[src/rtl/id_decode_stage.sv]
// ============================================================================
// Module      : id_decode_stage
// Description : ARM-subset decode stage with register file and ID/EXE register.
// Revision    : 1.0 - initial release
// ============================================================================
`default_nettype none

module id_decode_stage #(
  parameter int NREGS = 15
) (
  input  logic        clk,
  input  logic        rst,
  input  logic        freeze,
  input  logic        flush,
  input  logic        hazard,
  input  logic [31:0] PC_in,
  input  logic [31:0] Instruction_in,
  input  logic [3:0]  SR,
  input  logic        WB_WB_EN,
  input  logic [3:0]  WB_Dest,
  input  logic [31:0] WB_Value,
  output logic [3:0]  src1,
  output logic [3:0]  src2,
  output logic        Two_src,
  output logic [31:0] PC,
  output logic [31:0] Val_Rn,
  output logic [31:0] Val_Rm,
  output logic [11:0] Shift_operand,
  output logic [23:0] Signed_imm_24,
  output logic [3:0]  Dest,
  output logic [3:0]  EXE_CMD,
  output logic        MEM_R_EN,
  output logic        MEM_W_EN,
  output logic        WB_EN,
  output logic        B,
  output logic        S,
  output logic        Imm
);

  localparam logic [3:0] OP_AND = 4'b0000;
  localparam logic [3:0] OP_EOR = 4'b0001;
  localparam logic [3:0] OP_SUB = 4'b0010;
  localparam logic [3:0] OP_ADD = 4'b0100;
  localparam logic [3:0] OP_ADC = 4'b0101;
  localparam logic [3:0] OP_SBC = 4'b0110;
  localparam logic [3:0] OP_TST = 4'b1000;
  localparam logic [3:0] OP_CMP = 4'b1010;
  localparam logic [3:0] OP_ORR = 4'b1100;
  localparam logic [3:0] OP_MOV = 4'b1101;
  localparam logic [3:0] OP_MVN = 4'b1111;
  localparam int         IDEX_W = 146;

  logic [31:0]       rf_q [NREGS];
  logic [IDEX_W-1:0] id_exe_q;
  logic [IDEX_W-1:0] id_exe_d;

  logic [1:0]  mode;
  logic [3:0]  opcode;
  logic        s_bit;
  logic        is_store;
  logic        wb_write;
  logic        cond_ok;
  logic        n_f, z_f, c_f, v_f;
  logic [31:0] val_rn;
  logic [31:0] val_rm;
  logic [3:0]  exe_cmd;
  logic        mem_r, mem_w, wb_en, br, s_out;

  assign mode     = Instruction_in[27:26];
  assign opcode   = Instruction_in[24:21];
  assign s_bit    = Instruction_in[20];
  assign is_store = (mode == 2'b01) && !s_bit;
  assign wb_write = WB_WB_EN && (int'(WB_Dest) < NREGS);

  assign src1    = Instruction_in[19:16];
  assign src2    = is_store ? Instruction_in[15:12] : Instruction_in[3:0];
  assign Two_src = !Instruction_in[25] || is_store;

  always_ff @(posedge clk or negedge rst) begin
    if (!rst) begin
      for (int i = 0; i < NREGS; i++) begin
        rf_q[i] <= '0;
      end
    end else if (wb_write) begin
      rf_q[WB_Dest] <= WB_Value;
    end
  end

  // Same-cycle write-back is forwarded so the reader never sees stale data.
  always_comb begin
    val_rn = '0;
    val_rm = '0;
    if (int'(src1) < NREGS) val_rn = rf_q[src1];
    if (int'(src2) < NREGS) val_rm = rf_q[src2];
    if (wb_write && (WB_Dest == src1)) val_rn = WB_Value;
    if (wb_write && (WB_Dest == src2)) val_rm = WB_Value;
  end

  assign {n_f, z_f, c_f, v_f} = SR;

  always_comb begin
    cond_ok = 1'b0;
    case (Instruction_in[31:28])
      4'b0000: cond_ok = z_f;
      4'b0001: cond_ok = !z_f;
      4'b0010: cond_ok = c_f;
      4'b0011: cond_ok = !c_f;
      4'b0100: cond_ok = n_f;
      4'b0101: cond_ok = !n_f;
      4'b0110: cond_ok = v_f;
      4'b0111: cond_ok = !v_f;
      4'b1000: cond_ok = c_f && !z_f;
      4'b1001: cond_ok = !c_f || z_f;
      4'b1010: cond_ok = (n_f == v_f);
      4'b1011: cond_ok = (n_f != v_f);
      4'b1100: cond_ok = !z_f && (n_f == v_f);
      4'b1101: cond_ok = z_f || (n_f != v_f);
      4'b1110: cond_ok = 1'b1;
      default: cond_ok = 1'b0;
    endcase
  end

  always_comb begin
    exe_cmd = 4'b0000;
    mem_r   = 1'b0;
    mem_w   = 1'b0;
    wb_en   = 1'b0;
    br      = 1'b0;
    s_out   = 1'b0;
    case (mode)
      2'b00: begin
        s_out = s_bit;
        wb_en = 1'b1;
        case (opcode)
          OP_MOV:  exe_cmd = 4'b0001;
          OP_MVN:  exe_cmd = 4'b1001;
          OP_ADD:  exe_cmd = 4'b0010;
          OP_ADC:  exe_cmd = 4'b0011;
          OP_SUB:  exe_cmd = 4'b0100;
          OP_SBC:  exe_cmd = 4'b0101;
          OP_AND:  exe_cmd = 4'b0110;
          OP_ORR:  exe_cmd = 4'b0111;
          OP_EOR:  exe_cmd = 4'b1000;
          OP_CMP: begin
            exe_cmd = 4'b0100;
            wb_en   = 1'b0;
          end
          OP_TST: begin
            exe_cmd = 4'b0110;
            wb_en   = 1'b0;
          end
          default: begin
            wb_en = 1'b0;
            s_out = 1'b0;
          end
        endcase
      end
      2'b01: begin
        exe_cmd = 4'b0010;
        s_out   = s_bit;
        if (s_bit) begin
          mem_r = 1'b1;
          wb_en = 1'b1;
        end else begin
          mem_w = 1'b1;
        end
      end
      2'b10: br = 1'b1;
      default: ;
    endcase
    // A failed condition or a hazard bubble kills control but keeps data.
    if (!cond_ok || hazard) begin
      exe_cmd = 4'b0000;
      mem_r   = 1'b0;
      mem_w   = 1'b0;
      wb_en   = 1'b0;
      br      = 1'b0;
      s_out   = 1'b0;
    end
  end

  assign id_exe_d = {PC_in, val_rn, val_rm, Instruction_in[11:0], Instruction_in[23:0],
                     Instruction_in[15:12], exe_cmd, mem_r, mem_w, wb_en, br, s_out,
                     Instruction_in[25]};

  always_ff @(posedge clk or negedge rst) begin
    if (!rst) begin
      id_exe_q <= '0;
    end else if (flush) begin
      id_exe_q <= '0;
    end else if (!freeze) begin
      id_exe_q <= id_exe_d;
    end
  end

  assign {PC, Val_Rn, Val_Rm, Shift_operand, Signed_imm_24, Dest, EXE_CMD,
          MEM_R_EN, MEM_W_EN, WB_EN, B, S, Imm} = id_exe_q;

endmodule

`default_nettype wire

[config.mk]
export PLATFORM = sky130hd
export DESIGN_NAME = id_decode_stage
export DESIGN_NICKNAME = d
export VERILOG_FILES = /design/src/rtl/id_decode_stage.sv
export SDC_FILE = /design/constraint.sdc
export NUM_CORES = 1
export LEC_CHECK = 0
export BUFFER_PORTS_ARGS = -buffer_cell sky130_fd_sc_hd__buf_4
export CAP_MARGIN = 30
export CORE_UTILIZATION = 50
export DETAILED_ROUTE_END_ITERATION = 12
export PLACE_DENSITY = 0.74
export REMOVE_ABC_BUFFERS = 1
export SLEW_MARGIN = 20
export SYNTH_ARGS = -nofsm -noshare
export SYNTH_HDL_FRONTEND = slang
export SYNTH_SLANG_ARGS = --single-unit
[constraint.sdc]
create_clock -name clk -period 1.97 [get_ports clk]
set_clock_uncertainty 0.05 [all_clocks]
set_input_delay 0.0985 -clock clk [delete_from_list [all_inputs] [get_ports clk]]
set_output_delay 0.0985 -clock clk [all_outputs]
set_load 0.05 [all_outputs]
== Yosys cells after proc, flatten, opt, wreduce, memory -nomap -nowiden ==
Cells that the tools add are included.

* $add $sub $neg: 0
* Multipliers: 0
* Div/mod/pow operators: 0
* Magnitude comparators: 7
* Eq/ne operators: 31
* Shifts and indexed selects: 0
* Muxes and demuxes: 34
* Bitwise logic cells: 3
* Reductions and logical operators: 25

{| class="wikitable"
|+ Operators by type and width
! kind !! count
|-
| bitwise mux 480 bit || 1
|-
| 2-to-1 mux 146 bit || 2
|-
| 2-to-1 mux 32 bit || 9
|-
| binary-select mux 32 bit (select 4 bit) || 2
|-
| demux 32 bit (select 4 bit) || 1
|-
| equality test 4 bit, second input constant || 12
|-
| case mux 4 bit (9 select lines) || 1
|-
| equality test 4 x 3 -> 1 bit, second input constant || 7
|-
| >= comparator 5 bit, second input constant || 3
|-
| NOT 4 -> 5 bit || 3
|-
| case mux 1 bit (15 select lines) || 1
|-
| equality test 4 x 2 -> 1 bit, second input constant || 3
|-
| less-than comparator 4 bit, second input constant || 3
|-
| 2-to-1 mux 1 bit || 12
|-
| OR reduction 11 bit || 1
|-
| OR reduction 9 bit || 1
|-
| equality test 4 x 1 -> 1 bit, second input constant || 2
|-
| equality test 4 bit || 2
|-
| zero test 4 bit || 2
|-
| 2-to-1 mux 4 bit || 2
|-
| case mux 4 bit (2 select lines) || 1
|-
| logical AND 1 bit || 7
|-
| zero test 1 bit || 7
|-
| less-than comparator 5 x 1 -> 1 bit, second input constant || 1
|-
| other kinds (9) || 14
|}

* Flip-flop bits (word level): 626
* Latch bits: 0
* RAM bits: 0
* ROM bits: 0
* Input bits: 110
* Output and inout bits: 155
* Memories kept: 0

== Depth between registers and ports, before layout ==
Gate-level depths: netlist of the first run.

* Word-level depth: 11
* Gate-level depth with buffers: 12

== Worst setup path before layout of the first run ==
No wires, ideal clock.

* Path kind: in2reg
* Start: input port Instruction_in[27]
* End: register id_exe_q[74]
* Arrival time: 2.572 ns
* Setup slack: -0.719 ns
* Cell stages on the path: 9
* Buffers on the path: 2
* Cell sequence: buf_2 -> nor3b_4 -> mux2i_1 -> clkinv_1 -> nor2_1 -> clkbuf_1 -> a32oi_1 -> a21oi_1 -> a221o_1

* Word-level cells in the longest chain between the ends: 11
* Elaborated cells on any way between the ends: 14

{| class="wikitable"
|+ Ends and longest elaborated chain
! item !! line !! text
|-
| start, declared || 17 || <nowiki>input logic [31:0] Instruction_in,</nowiki>
|-
| equality test 2 x 1 -> 1 bit * || 72 || <nowiki>assign is_store = (mode == 2'b01) && !s_bit;</nowiki>
|-
| logical AND 1 bit * || 72 ||
|-
| 2-to-1 mux 4 bit * || 76 || <nowiki>assign src2 = is_store ? Instruction_in[15:12] : Instruction_in[3:0];</nowiki>
|-
| named net src2[3] || 23 || <nowiki>output logic [3:0] src2,</nowiki>
|-
| NOT 4 -> 5 bit (not written as such) || 94 || <nowiki>if (int'(src2) < NREGS) val_rm = rf_q[src2];</nowiki>
|-
| binary-select mux 32 bit (select 4 bit) || 94 ||
|-
| 2-to-1 mux 32 bit (not written as such) (2 in a row) || 94 ||
|-
| 2-to-1 mux 32 bit || 94 ||
|-
| 2-to-1 mux 32 bit * || 96 || <nowiki>if (wb_write && (WB_Dest == src2)) val_rm = WB_Value;</nowiki>
|-
| 2-to-1 mux 146 bit * || 191 || <nowiki>end else if (!freeze) begin</nowiki>
|-
| 2-to-1 mux 146 bit * || 189 || <nowiki>end else if (flush) begin</nowiki>
|-
| end signal, assigned || 192 || <nowiki>id_exe_q <= id_exe_d;</nowiki>
|-
| end, declared || 54 || <nowiki>logic [IDEX_W-1:0] id_exe_q;</nowiki>
|}

The timed path passes the listed nets; every way through them passes the cells marked *. The select of a mux whose other input is x is not followed.
A chain may end at the register's enable or synchronous reset.

== Final worst setup path of the first run ==
* Start: input port Instruction_in[20]
* End: register id_exe_q[62]

* Word-level cells in the longest chain between the ends: 11
* Elaborated cells on any way between the ends: 14

{| class="wikitable"
|+ Ends and longest elaborated chain
! item !! line
|-
| zero test 1 bit * || 72
|-
| logical AND 1 bit * || 72
|-
| 2-to-1 mux 4 bit * || 76
|-
| NOT 4 -> 5 bit (not written as such) || 94
|-
| binary-select mux 32 bit (select 4 bit) || 94
|-
| 2-to-1 mux 32 bit (not written as such) (2 in a row) || 94
|-
| 2-to-1 mux 32 bit || 94
|-
| 2-to-1 mux 32 bit * || 96
|-
| 2-to-1 mux 146 bit * || 191
|-
| 2-to-1 mux 146 bit * || 189
|}

Mark *: on every way between the ends. The rest lies on a longest branch, timed or not. The select of a mux whose other input is x is not followed.

==> flow_metrics.env, run 1 <==
export IMPL_timing_rr_end="id_exe_q[109]$_DFFE_PN0P_"
export IMPL_io_pins=265
export IMPL_r2r_cells=4
export IMPL_cp_slowest_cell="nor3b_4"
export IMPL_critPathLaunch="Instruction_in[20]"
export IMPL_via_per_inst=6.53
export IMPL_finalSetupViolCount=16
export IMPL_cts_tree="done"
export IMPL_die_y_um=259
export IMPL_ys_ff_latch=610
export IMPL_clkLatencyLatePin_ns=0.61
export IMPL_clkTransAtPathRegs_ns=0.06
export IMPL_fin_crit_sh_pct=102
export IMPL_port_buffers=264
export IMPL_drv_cap=0
export IMPL_use_met3_pct=8.55
export IMPL_grtUsageMet1_pct=43.2
export IMPL_cp_required_ns=2.42
export IMPL_grt_setup_unrepaired="true"
export IMPL_antenna_found_initial=2
export IMPL_cp_cell_sequence="buf_4, buf_6, nor3b_4, buf_12, mux2i_2, buf_4, buf_6, xor2_1, nand4_1, nand2_4, clkbuf_16, nor4_1, a221o_1"
export IMPL_grt_max_degree=77
export IMPL_critPathKind="in -> reg"
export IMPL_hold_class="in -> reg"
export IMPL_comb_power_share_pct=25.5
export IMPL_synth_seq_area_share_pct=46.3
export IMPL_rrSetupSlack_ns=0
export IMPL_finalHoldViolCount=0
export IMPL_grt_usage_pct=32.8
export IMPL_violations="setup timing"
export IMPL_drt_iter0_drc=3133
export IMPL_clk_path_buf_depth=3
export IMPL_power_density_mw_per_mm2=973
export IMPL_final_max_slew_violation_count=0
export IMPL_fin_nets=3260
export IMPL_setup_ws_ns=-0.0332
export IMPL_vdd_ir_drop_worst_uv=741
export IMPL_max_stage_delay_ns=0.30
export IMPL_sw_frac_of_total_pct=30.5
export IMPL_grt_util_met2_pct=51.4
export IMPL_fin_area_mm2=0.0411
export IMPL_clockRootBuffer="clkbuf_16"
export IMPL_syn_to_final_growth_pct=24.6
export IMPL_design_core_area_mm2=0.0648
export IMPL_max_freq_mhz=499
export IMPL_htreeDepth=3
export IMPL_cp_arrival_ns=2.45
export IMPL_setup_worst_path_end_class="register"
export IMPL_cts_sinks=610
export IMPL_wl_per_cell_um=27.2
export IMPL_cts_buffers=69
export IMPL_gr_max_usage_layer="met2"
export IMPL_finalCriticalPeriod_ns=2.00
export IMPL_timing_rr_start="rf_q[219]$_DFFE_PN0P_"
export IMPL_gp_congestion=0.909
export IMPL_grt_pass1_vias=27300
export IMPL_grt_pass1_wl_mm=167
export IMPL_drc=0
export IMPL_vias=26500
export IMPL_power_mw=39.9
export IMPL_synth_area_leader_cell="dfrtp_1"
export IMPL_drt_wl_total_mm=110
export IMPL_yosysWarnings=0
export IMPL_endpoint="id_exe_q[62]$_DFFE_PN0P_"
export IMPL_dp_cells=3828
export IMPL_synth_top_area_share_pct=46.3
export IMPL_die_w_um=259
export IMPL_p_int_mw=27.8
export IMPL_start_kind="input port"
export IMPL_slew_headroom_pct=38.7
export IMPL_switching_power_mw=12.2
export IMPL_drt_pass1_iter_count=5
export IMPL_synth_avg_cell_area_um2=12.0
export IMPL_worstMarginPinSlew_ns=0.917
export IMPL_globalRouteOverflowTotal=0
export IMPL_synth_area_leaders="dfrtp_1, mux2_2, mux4_2, mux2i_1, nand2_1"
export IMPL_path_max_fanout=5
export IMPL_p_clk_share_pct=31.4
export IMPL_antenna_left=0
export IMPL_syn_area_mm2=0.0330
export IMPL_num_rows=93
export IMPL_die_area_mm2=0.0670
export IMPL_diodes=0
export IMPL_p_seq_share_pct=43.1
export IMPL_preCtsSetupSlack_ns=-0.776
export IMPL_ys_types=51
export IMPL_finalNonFillerCells=4054
export IMPL_leakage_nw=18.0
export IMPL_final_util_pct=63.4
export IMPL_syn_inst=2748
export IMPL_place_hpwl_mm=70.5
export IMPL_initial_core_util_pct=50.9
export IMPL_placedInstanceArea_mm2=0.0377
export IMPL_drive_above_1_share_pct=41.1
export IMPL_status="finished with violations"
-- cell type report --
class	instances	area, um2
Sequential cell	610	15300
Fill cell	4817	23800
Clock buffer	106	2070
Inverter	7	32.5
Multi-Input combinational cell	1849	16700
Clock inverter	14	105
Tap cell	855	1070
Timing Repair Buffer	613	5850
-- synth_stat cells (all sizes together) --
cell type / number
nor2: 82
nand4: 2
nand2: 320
a31oi: 11
o31a: 1
a21boi: 1
nor2b: 24
a32oi: 18
clkbuf: 186
nor3b: 3
a22oi: 7
clkinv: 1
mux4: 159
or3b: 1
mux2i: 231
nand2b: 8
o21ai: 118
o211ai: 27
a32o: 12
and3: 2
buf: 96
dfrtp: 610
nor3: 12
a221oi: 1
or2: 1
or3: 3
a22o: 11
a211oi: 44
a2111oi: 1
o2111ai: 1
nor4: 8
xor2: 1
o211a: 1
inv: 6
o31ai: 7
a221o: 24
a21oi: 101
mux2: 483
xnor2: 11
o22ai: 45
nand3: 62
nand3b: 5
-- logic make-up (layout without fill, tap and decap cells) --
family,count (synthesis),in the layout,share of synthesized area [%]
muxes,873,873,34.4
xor gates and xnor gates,12,12,0.319
DFF,610,610,46.3
and+or+nand+nor,533,533,6.87
buffers and inverters,289,740,3.74
AOI/OAI and AO/OA,431,431,8.35
-- layer usage --
layer  up-vias  part of all wire [%]
met1     13500                    38
met3       349                    11
met4         4                   4.6
met5         -                 0.015
met2      1680                    46
li1      11000                     -
-- registers in the layout (all words and copies together), names as in the netlist --
name	cells
rf_q	480
id_exe_q	130
-- critical path, delay by kind of cell --
kind	cells	cell delay, ns
XOR/XNOR	1	0.13
buffers and inverters	6	0.90
AO/OA/AOI/OAI	1	0.26
multiplexers	1	0.24
AND/OR/NAND/NOR	4	0.81
-- placed cells by master, fill, tap and decap left out, types with 19 or more instances in the layout --
| master | Yosys | layout |
|---|---|---|
| clkbuf_16 | 0 | 73 |
| a21oi_1 | 101 | 95 |
| mux2i_1 | 229 | 227 |
| buf_12 | 0 | 76 |
| a221o_1 | 24 | 24 |
| mux2_2 | 483 | 483 |
| clkbuf_1 | 186 | 19 |
| o211ai_1 | 27 | 27 |
| mux4_2 | 159 | 159 |
| dfrtp_1 | 610 | 610 |
| nand3_1 | 62 | 62 |
| nor2b_1 | 24 | 22 |
| dlygate4sd3_1 | 0 | 87 |
| nand2_1 | 320 | 314 |
| nor2_1 | 82 | 71 |
| o22ai_1 | 45 | 45 |
| a211oi_1 | 44 | 44 |
| o21ai_0 | 117 | 115 |
| buf_4 | 21 | 438 |
-- worst min-delay path by stage --
stage / slack, ns / cells past startpoint / end / start
global route: 0.02 / 4 / id_exe_q[39]$_DFFE_PN0P_ / Instruction_in[1]
CTS: 0.001 / 4 / id_exe_q[3]$_DFFE_PN0P_ / Instruction_in[26]
floorplan: -0.25 / 0 / id_exe_q[0]$_DFFE_PN0P_ / rst
finish: 0.04 / 4 / id_exe_q[39]$_DFFE_PN0P_ / Instruction_in[1]
global placement: -0.02 / 1 / id_exe_q[86]$_DFFE_PN0P_ / rst
detailed placement: -0.02 / 1 / id_exe_q[86]$_DFFE_PN0P_ / rst
-- power groups by stage --
stage	clock [mW]	combinational, mW	sequential [mW]
6_report	12.6	10.2	17.2
5_1_grt	13.1	10.8	17.5
4_1_cts	12.7	9.97	17.1
3_5_place_dp	0	9.75	17.3
3_3_place_gp	0	9.40	17.0
2_1_floorplan	0	5.70	17.3
-- timing repair --
item / in CTS / in global routing
cloned: 0 / 3
resized for setup: 6 / 23
setup endpoints to repair: 25 / 25
hold endpoints to repair: 1208 / 0
hold buffers: 88 / 0
setup buffers: 3 / 12
pin swaps: 1 / 11
-- through the flow --
step           TNS (ns)  hold slack (ns)
5_1_grt           -1.21           0.0179
2_1_floorplan   -239.85           -0.247
3_5_place_dp     -21.51          -0.0209
3_3_place_gp     -19.87          -0.0207
4_1_cts               0          0.00112
6_report         -0.247           0.0367
(Power assumes the default switching activity.)
==> run 2, diff against run 1 <==
Settings changed: SKIP_CTS_REPAIR_TIMING set to 1.
==> run 2 against run 1 <==
The run ends with hold timing, setup timing left. Cell count hardly changed. Non-clock buffer count increased by 1. Hold slack lost 0.047 ns. Clock power is essentially flat. Register-to-register slack barely moved. Core utilization rose by 0.14 points. First-iteration DRC count increased by 0.48%. Count of clock-buffer cells in the layout unchanged. Critical path type unchanged.
==> flow_metrics.env, run 2 (synthesis results as in run 1) <==
export IMPL_status="finished with violations"
export IMPL_violations="hold timing, setup timing"
export IMPL_clockRootBuffer="clkbuf_16"
export IMPL_die_w_um=259
export IMPL_placedInstanceArea_mm2=0.0377
export IMPL_syn_to_final_growth_pct=24.8
export IMPL_die_y_um=259
export IMPL_clkLatencyLatePin_ns=0.61
export IMPL_via_per_inst=6.54
export IMPL_hold_class="in -> reg"
export IMPL_grt_max_degree=77
export IMPL_io_pins=265
export IMPL_vdd_ir_drop_worst_uv=736
export IMPL_drv_cap=0
export IMPL_top_regs="rf_q (480), id_exe_q (130)"
export IMPL_mostFrequentLayoutCell="dfrtp_1"
export IMPL_worstMarginPinSlew_ns=0.866
export IMPL_comb_power_share_pct=25.4
export IMPL_largest_reg_flops=480
export IMPL_drc=0
export IMPL_grt_setup_unrepaired="true"
export IMPL_p_int_mw=27.8
export IMPL_critPathKind="in -> reg"
export IMPL_finalCriticalPeriod_ns=1.98
export IMPL_antenna_left=0
export IMPL_top_register="rf_q"
export IMPL_start_kind="input port"
export IMPL_fillers=4792
export IMPL_power_density_mw_per_mm2=972
export IMPL_preCtsSetupSlack_ns=-0.776
export IMPL_globalRouteOverflowTotal=0
export IMPL_hold_ws_ns=-0.0105
export IMPL_sw_frac_of_total_pct=30.6
export IMPL_cts_buffers=69
export IMPL_p_clk_share_pct=31.5
export IMPL_setup_ws_ns=-0.0143
export IMPL_cts_tree="done"
export IMPL_place_hpwl_mm=70.5
export IMPL_drt_iter0_drc=3148
export IMPL_rrSetupSlack_ns=0.01
export IMPL_setup_tns_ns=-0.0533
export IMPL_fin_nets=3261
export IMPL_setup_worst_path_end_class="register"
export IMPL_path_max_fanout=5
export IMPL_antenna_found_initial=2
export IMPL_leakage_nw=18.1
export IMPL_cp_required_ns=2.41
export IMPL_wl_per_cell_um=27.2
export IMPL_cp_arrival_ns=2.43
export IMPL_vias=26500
export IMPL_cts_sinks=610
export IMPL_num_rows=93
export IMPL_design_core_area_mm2=0.0648
export IMPL_finalSetupViolCount=9
export IMPL_initial_core_util_pct=50.9
export IMPL_drive_above_1_share_pct=41.4
export IMPL_port_buffers=264
export IMPL_die_area_mm2=0.0670
export IMPL_grt_usage_pct=32.2
export IMPL_slew_headroom_pct=42.0
export IMPL_final_max_slew_violation_count=0
export IMPL_grt_pass1_vias=26700
export IMPL_grt_pass1_wl_mm=163
export IMPL_drt_wl_total_mm=110
export IMPL_clkTransAtPathRegs_ns=0.06
export IMPL_gp_congestion=0.909
export IMPL_switching_power_mw=12.2
export IMPL_fin_area_mm2=0.0412
export IMPL_diodes=0
export IMPL_drt_pass1_iter_count=6
export IMPL_fin_crit_sh_pct=101
export IMPL_p_seq_share_pct=43.1
export IMPL_final_cell_mix="dfrtp_1, mux2_2, buf_4, nand2_1, mux2i_1"
export IMPL_max_freq_mhz=504
export IMPL_htreeDepth=3
export IMPL_final_util_pct=63.5
export IMPL_clk_path_buf_depth=3
export IMPL_finalHoldViolCount=2
run 2: cell types whose count changed in the layout (fill, tap and decap cells not counted), sizes merged:
cell,previous run,this run
buf,524,526
dlygate4sd3,87,85
clkbuf,108,109
clkinv,11,10
clkinvlp,1,2
run 2: worst max-delay path, stage by stage:
cell,delay [ns]
buf_4,0.12
buf_6,0.12
nor3b_4,0.29
buf_12,0.17
mux2i_2,0.22
buf_4,0.18
buf_6,0.10
xor2_1,0.14
nand4_1,0.19
nand2_4,0.25
clkbuf_16,0.23
nor4_4,0.05
a221o_1,0.26
run 2: worst paths after layout:
path / from / end / cells after the start
max: Instruction_in[20] / id_exe_q[66]$_DFFE_PN0P_ / 13
min: Instruction_in[24] / id_exe_q[8]$_DFFE_PN0P_ / 4
max reg2reg: rf_q[219]$_DFFE_PN0P_ / id_exe_q[109]$_DFFE_PN0P_ / 4
min reg2reg: id_exe_q[86]$_DFFE_PN0P_ / id_exe_q[86]$_DFFE_PN0P_ / 2
max in group asynchronous: rst / rf_q[277]$_DFFE_PN0P_ / 3
min in group asynchronous: rst / rf_q[377]$_DFFE_PN0P_ / 3
run 2: per-stage QoR:
stage / power, mW / hold slack, ns / std cells
4_1_cts: 39.6 / -0.661 / 3948
6_report: 40.0 / -0.0105 / 4055
2_1_floorplan: 23.0 / -0.247 / 2466
3_3_place_gp: 26.4 / -0.0207 / 3828
3_5_place_dp: 27.0 / -0.0209 / 3828
5_1_grt: 41.5 / 0.00933 / 4055
run 2: layout make-up:
type                            count  area, um2  share of cell area [%]
Clock buffer                      106       2070                    5.03
Clock inverter                     14        105                   0.255
Inverter                            7       35.0                  0.0851
Multi-Input combinational cell   1849      16700                    40.6
Sequential cell                   610      15300                    37.1
Tap cell                          855       1070                    2.60
Timing Repair Buffer              614       5890                    14.3
run 2: per-layer routing:
metal  global-route usage, %  up-vias  wire length (um)
li1                        -    11000                 -
met3                    8.97      337             11700
met5                       0        -                23
met1                    42.1    13500             42700
met2                    50.6     1668             51000
met4                    13.1        4              4660
run 2: power groups by stage:
stage | clock, mW | sequential (mW) | combinational [mW]
2_1_floorplan | 0 | 17.3 | 5.70
4_1_cts | 12.7 | 17.1 | 9.80
5_1_grt | 13.1 | 17.5 | 10.8
6_report | 12.6 | 17.2 | 10.2
3_3_place_gp | 0 | 17.0 | 9.40
3_5_place_dp | 0 | 17.3 | 9.75
